`src/rtl/sha256_arbiter.sv`:
```
// Message-granular round-robin arbiter feeding byte streams to a shared SHA-256 core.
// A tag FIFO records each grant so that core results are routed back to their requesters in order.
module sha256_arbiter #(
  parameter int NREQ      = 4,
  parameter int TAG_DEPTH = 4
) (
  input  logic                      clk,
  input  logic                      rstn,
  input  logic [NREQ-1:0]           s_tvalid,
  output logic [NREQ-1:0]           s_tready,
  input  logic [NREQ-1:0]           s_tlast,
  input  logic [NREQ*32-1:0]        s_tid,
  input  logic [NREQ*8-1:0]         s_tdata,
  output logic                      m_tvalid,
  input  logic                      m_tready,
  output logic                      m_tlast,
  output logic [31:0]               m_tid,
  output logic [7:0]                m_tdata,
  input  logic                      c_ovalid,
  input  logic [31:0]               c_oid,
  input  logic [60:0]               c_olen,
  input  logic [255:0]              c_osha,
  output logic                      r_valid,
  output logic [$clog2(NREQ)-1:0]   r_src,
  output logic [31:0]               r_id,
  output logic [60:0]               r_len,
  output logic [255:0]              r_sha,
  output logic                      tag_err
);

  localparam int SW = $clog2(NREQ);
  localparam int AW = (TAG_DEPTH > 1) ? $clog2(TAG_DEPTH) : 1;
  localparam int CW = $clog2(TAG_DEPTH) + 1;

  typedef enum logic {
    IDLE = 1'b0,
    BUSY = 1'b1
  } state_t;

  state_t          state_q, state_d;
  logic [SW-1:0]   gnt_q, gnt_d;
  logic [SW-1:0]   rr_ptr_q, rr_ptr_d;

  logic [SW-1:0]   tag_mem_q [TAG_DEPTH];
  logic [AW-1:0]   wr_ptr_q, rd_ptr_q;
  logic [CW-1:0]   cnt_q, cnt_d;
  logic            push_s, pop_s;
  logic [SW-1:0]   head_tag_s;

  logic [NREQ-1:0] gnt_oh_s;
  logic            sel_valid_s, sel_last_s;
  logic [31:0]     sel_tid_s;
  logic [7:0]      sel_data_s;

  logic            r_valid_q;
  logic [SW-1:0]   r_src_q;
  logic [31:0]     r_id_q;
  logic [60:0]     r_len_q;
  logic [255:0]    r_sha_q;
  logic            tag_err_q;

  // First requesting index at or after ptr, wrapping modulo NREQ.
  function automatic logic [SW-1:0] rr_pick(input logic [NREQ-1:0] req, input logic [SW-1:0] ptr);
    logic [SW-1:0] sel;
    logic [SW-1:0] idx;
    logic          found;
    sel   = {SW{1'b0}};
    found = 1'b0;
    for (int i = 0; i < NREQ; i++) begin
      idx = SW'((int'(ptr) + i) % NREQ);
      if (!found && req[idx]) begin
        sel   = idx;
        found = 1'b1;
      end else begin
        found = found;
      end
    end
    return sel;
  endfunction

  // Select the granted requester's stream with a one-hot AND-OR mux.
  always_comb begin
    gnt_oh_s   = {NREQ{1'b0}};
    sel_tid_s  = 32'd0;
    sel_data_s = 8'd0;
    for (int i = 0; i < NREQ; i++) begin
      gnt_oh_s[i] = (gnt_q == SW'(i));
    end
    sel_valid_s = |(s_tvalid & gnt_oh_s);
    sel_last_s  = |(s_tlast & gnt_oh_s);
    for (int i = 0; i < NREQ; i++) begin
      sel_tid_s  = sel_tid_s  | (s_tid[i*32 +: 32] & {32{gnt_oh_s[i]}});
      sel_data_s = sel_data_s | (s_tdata[i*8 +: 8] & {8{gnt_oh_s[i]}});
    end
  end

  // Arbitration FSM: grant decision in IDLE, pass-through in BUSY.
  always_comb begin
    state_d  = state_q;
    gnt_d    = gnt_q;
    rr_ptr_d = rr_ptr_q;
    push_s   = 1'b0;
    m_tvalid = 1'b0;
    m_tlast  = 1'b0;
    m_tid    = 32'd0;
    m_tdata  = 8'd0;
    s_tready = {NREQ{1'b0}};
    case (state_q)
      IDLE: begin
        // Grant check uses the count before any same-cycle pop.
        if ((|s_tvalid) && (cnt_q < CW'(TAG_DEPTH))) begin
          gnt_d   = rr_pick(s_tvalid, rr_ptr_q);
          push_s  = 1'b1;
          state_d = BUSY;
        end else begin
          state_d = IDLE;
        end
      end
      BUSY: begin
        m_tvalid = sel_valid_s;
        m_tlast  = sel_last_s;
        m_tid    = sel_tid_s;
        m_tdata  = sel_data_s;
        s_tready = gnt_oh_s & {NREQ{m_tready}};
        if (sel_valid_s && m_tready && sel_last_s) begin
          state_d  = IDLE;
          rr_ptr_d = (gnt_q == SW'(NREQ - 1)) ? {SW{1'b0}} : gnt_q + SW'(1);
        end else begin
          state_d = BUSY;
        end
      end
      default: begin
        state_d = IDLE;
      end
    endcase
  end

  // FSM, grant and round-robin pointer registers.
  always_ff @(posedge clk or negedge rstn) begin
    if (!rstn) begin
      state_q  <= IDLE;
      gnt_q    <= {SW{1'b0}};
      rr_ptr_q <= {SW{1'b0}};
    end else begin
      state_q  <= state_d;
      gnt_q    <= gnt_d;
      rr_ptr_q <= rr_ptr_d;
    end
  end

  assign pop_s      = c_ovalid && (cnt_q != CW'(0));
  assign head_tag_s = tag_mem_q[rd_ptr_q];

  // Tag occupancy: a simultaneous push and pop leaves the count unchanged.
  always_comb begin
    cnt_d = cnt_q;
    case ({push_s, pop_s})
      2'b10:   cnt_d = cnt_q + CW'(1);
      2'b01:   cnt_d = cnt_q - CW'(1);
      default: cnt_d = cnt_q;
    endcase
  end

  // Tag FIFO storage and pointers.
  always_ff @(posedge clk or negedge rstn) begin
    if (!rstn) begin
      for (int i = 0; i < TAG_DEPTH; i++) begin
        tag_mem_q[i] <= {SW{1'b0}};
      end
      wr_ptr_q <= {AW{1'b0}};
      rd_ptr_q <= {AW{1'b0}};
      cnt_q    <= {CW{1'b0}};
    end else begin
      if (push_s) begin
        tag_mem_q[wr_ptr_q] <= gnt_d;
        wr_ptr_q            <= wr_ptr_q + AW'(1);
      end
      if (pop_s) begin
        rd_ptr_q <= rd_ptr_q + AW'(1);
      end
      cnt_q <= cnt_d;
    end
  end

  // Registered result routing; an orphan result reports source 0 and latches tag_err.
  always_ff @(posedge clk or negedge rstn) begin
    if (!rstn) begin
      r_valid_q <= 1'b0;
      r_src_q   <= {SW{1'b0}};
      r_id_q    <= 32'd0;
      r_len_q   <= 61'd0;
      r_sha_q   <= 256'd0;
      tag_err_q <= 1'b0;
    end else begin
      r_valid_q <= c_ovalid;
      tag_err_q <= tag_err_q | (c_ovalid & ~pop_s);
      if (c_ovalid) begin
        r_src_q <= pop_s ? head_tag_s : {SW{1'b0}};
        r_id_q  <= c_oid;
        r_len_q <= c_olen;
        r_sha_q <= c_osha;
      end
    end
  end

  assign r_valid = r_valid_q;
  assign r_src   = r_src_q;
  assign r_id    = r_id_q;
  assign r_len   = r_len_q;
  assign r_sha   = r_sha_q;
  assign tag_err = tag_err_q;

endmodule

```
`config.mk`:
```
export PLATFORM = sky130hd
export DESIGN_NAME = sha256_arbiter
export DESIGN_NICKNAME = d
export VERILOG_FILES = /design/src/rtl/sha256_arbiter.sv
export SDC_FILE = /design/constraint.sdc
export NUM_CORES = 1
export LEC_CHECK = 0
export ABC_AREA = 1
export ABC_CLOCK_PERIOD_IN_PS = 1700
export CORE_AREA = 2 2 363 365
export CTS_BUF_LIST = sky130_fd_sc_hd__clkbuf_4 sky130_fd_sc_hd__clkbuf_8
export DETAILED_ROUTE_END_ITERATION = 10
export DIE_AREA = 0 0 365 367
export HOLD_SLACK_MARGIN = 0.03
export PLACE_DENSITY_LB_ADDON = 0.2
export REMOVE_ABC_BUFFERS = 1
export SLEW_MARGIN = 20
export SYNTH_ARGS = -nofsm -noshare
export SYNTH_HDL_FRONTEND = slang
export SYNTH_SLANG_ARGS = --single-unit
```
`constraint.sdc`:
```
create_clock -name clk -period 1.7 [get_ports clk]
set_input_delay 0.17 -clock clk [delete_from_list [all_inputs] [get_ports clk]]
set_output_delay 0.17 -clock clk [all_outputs]
set_load 0.02 [all_outputs]
```
==> results.sh <==
export IMPL_max_freq_ghz=0.396
export IMPL_grt_pass1_vias=19200
export IMPL_post_route_period_util_pct=149
export IMPL_synthMuxAreaShare_pct=0
export IMPL_max_slew_margin_rel_pct=66.0
export IMPL_hold_viol_final=0
export IMPL_cp_common_cell="buf_6"
export IMPL_cts_buffers=81
export IMPL_synth_adder_area_share_pct=0.850
export IMPL_clock_path_buffers=3
export IMPL_synth_xor_xnor_area_share_pct=0.224
export IMPL_fin_crit_ns=2.53
export IMPL_wl_per_cell_um=17.6
export IMPL_clock_latency_ns=0.74
export IMPL_crit_chain="inv_2 > ha_4 > buf_12 > buf_6 > nand2_2 > a41oi_4 > buf_6 > buf_6"
export IMPL_cts_sinks=373
export IMPL_irDropWorstVdd_v=0.000540
export IMPL_fp_dieH_um=367
export IMPL_critical_path_arrival_ns=2.36
export IMPL_cp_startpoint="gnt_q[0]"
export IMPL_via_count=18000
export IMPL_tritoncts="yes"
export IMPL_firstDrtPassIters=5
export IMPL_area_growth_synth_to_final_pct=118
export IMPL_avgViaCountPerCell=3.50
export IMPL_cp_start_kind="flop"
export IMPL_wl_um=90900
export IMPL_grt_remaining_overflow=0
export IMPL_synth_area_um2=15600
export IMPL_port_buffers=919
export IMPL_critPathSlowestCell="dfrtp_1"
export IMPL_drtIter0Drc=883
export IMPL_layout_drive_gt1_share_pct=23.2
export IMPL_final_antenna_net_count=0
export IMPL_final_setup_worst_slack_ns=-0.826
export IMPL_power_frac_comb_pct=41.0
export IMPL_start_util_pct=12.0
export IMPL_pwr_density_cell_nw_per_um2=1080
export IMPL_swShare_pct=35.8
export IMPL_io_pins=920
export IMPL_worstPathMaxFanout=6
export IMPL_synth_largest_area_cell="dfrtp_1"
export IMPL_htreeDepth=3
export IMPL_cts_root_buf="clkbuf_8"
export IMPL_synth_ff_type="dfrtp_1"
export IMPL_synth_top_family_by_area="simple AND/OR/NAND/NOR gates"
export IMPL_synth_most_common_cell="nand2_1"
export IMPL_clkTransAtPathRegs_ns=0.06
export IMPL_yosys_area_share_simple_pct=32.4
export IMPL_cp_end_kind="primary output"
export IMPL_fin_nets=3860
export IMPL_async_reset_ff_share_pct=100
export IMPL_synth_area_leaders="dfrtp_1 60%, nand2_1 31%, a41oi_1 2.2%"
export IMPL_rsz0062_at_grt="true"
export IMPL_p_leak_nw=15.8
export IMPL_routabilityCongestion=0.891
export IMPL_ys_seq_elements=373
export IMPL_syn_inst=1916
export IMPL_seqPwrFrac_pct=28.8
export IMPL_fin_skew_ns=0.0304
export IMPL_crit_path_max_incr_delay_ns=0.43
export IMPL_r2r_start="gnt_q[0]"
export IMPL_cpLargestDelayFamily="buffers and inverters"
export IMPL_final_setup_viol_count=49
export IMPL_hpwlAfterDp_um=68700
export IMPL_p_sw_mw=13.1
export IMPL_row_count=133
export IMPL_antenna_found_initial=14
export IMPL_violations="negative setup slack"
export IMPL_ys_warn_count=0
export IMPL_grt_start_max_net_pins=96
export IMPL_post_place_ws_ns=-0.650
export IMPL_synth_seq_area_share_pct=59.8
export IMPL_crit_type="flop to primary output"
export IMPL_ys_types=29
export IMPL_synth_edff_count=0
export IMPL_total_power_mw=36.5
export IMPL_grt_pass1_wl_um=130000
export IMPL_synth_compound_area_share_pct=3.05
export IMPL_syn_avg_cell_area_um2=8.15
export IMPL_drc=0
export IMPL_maxCapViolCount=0
export IMPL_synth_top_cell_area_share_pct=59.8
export IMPL_worst_path_buf_inv=5
export IMPL_ys_top_cells_by_count="1281 x nand2_1, 373 x dfrtp_1, 64 x clkbuf_1"
export IMPL_core_area_um2=130000
export IMPL_critPathRequiredTime_ns=1.53
export IMPL_fin_util_pct=26.0
export IMPL_status="complete, but fails checks"
export IMPL_track_usage_pct=13.3
export IMPL_die_area_um2=134000
export IMPL_worst_pin_slew_ns=0.510
export IMPL_chipWidth_um=365
export IMPL_drv_slew=0
export IMPL_min_path_type="primary input to asynchronous set/reset pin"
export IMPL_clockPowerShare_pct=30.2
export IMPL_internal_power_mw=23.5
## metrics by stage
step                      cells  instance area [um^2]  setup TNS, ns  hold slack, ns
after floorplan            1813                 15200        -489.49          -0.126
after global placement     4620                 27900         -18.85           0.114
after detailed placement   4620                 27900         -20.46           0.114
after CTS                  5141                 33700         -39.73          0.0380
after global routing       5154                 33900         -40.03          0.0695
final                      5158                 34000         -33.58           0.123
## power groups by stage
stage               Combinational, mW  Clock [mW]  Sequential [mW]
finish                           15.0        11.1             10.5
global route                     16.0        12.0             10.6
CTS                              14.6        11.6             10.5
detailed placement               12.5           0             10.6
global placement                 12.6           0             10.6
floorplan                        3.99           0             11.5
## area by class of cell
| cell class | count | area (um^2) |
|---|---|---|
| antenna | 10 | 25.0 |
| clock buffer | 134 | 1680 |
| clock inverter | 13 | 128 |
| fill | 14300 | 96500 |
| inverter | 38 | 158 |
| multi-input combinational | 1402 | 6320 |
| sequential | 373 | 9340 |
| tap | 1755 | 2200 |
| timing repair buffer | 1433 | 14100 |
## sequential cells by signal, indices dropped and copies added, names as in the netlist
register / count
wr_ptr_q: 2
cnt_q: 3
tag_mem_q: 8
tag_err: 1
r_valid: 1
r_sha: 256
rd_ptr_q: 2
r_src: 2
rr_ptr_q: 2
r_id: 32
gnt_q: 2
r_len: 61
state_q: 1
## cell usage in the layout (no fill, tap or decap), drive strengths merged
cell type / instances
a21oi: 4
a221oi: 1
a22o: 2
a31oi: 1
a32o: 2
a41oi: 40
buf: 337
bufinv: 1
clkbuf: 134
clkdlybuf4s15: 227
clkdlybuf4s50: 518
clkinv: 8
dfrtp: 373
diode: 10
dlygate4sd3: 351
fa: 1
ha: 9
inv: 42
nand2: 1286
nand3: 17
nand4: 6
nor2: 18
nor3: 1
o21ai: 9
o21bai: 1
xnor2: 1
xor2: 3
## worst paths after layout
kind,to,slack [ns],cells past startpoint
setup / recovery,m_tid[19],-0.83,8
hold / removal,r_len[58],0.12,3
setup reg to reg,rr_ptr_q[0],-0.32,11
hold reg to reg,r_sha[94],0.46,2
max in group asynchronous,rr_ptr_q[0],1.11,4
min in group clk,r_sha[63],0.17,3
## kinds of logic after synthesis
logic type	count (synthesis)
AO/OA/AOI/OAI	60
XOR/XNOR	4
adder cells (fa/ha/maj)	10
buffers and inverters	141
flip-flops	373
AND/OR/NAND/NOR	1328
## metal layers
layer  global-route usage (%)  up-vias  routed length [um]
met2                     21.8      640               43200
met3                     4.65      153                7350
met4                     5.52       10                3040
li1                         -     8740                   -
met1                     15.6     8505               37300
met5                        0        -                  78
## repair_timing
action	CTS	global route
hold buffers	352	0
pin swaps	29	26
buffers inserted	20	10
cloned	6	0
gates resized for setup	1580	64
hold endpoints to repair	731	0
setup endpoints to repair	402	52
## worst min-delay path: cells and delay by family
kind                   cells  cell delay (ns)
buffers and inverters      3             1.04
No activity file was read; power rests on OpenSTA's default activity.
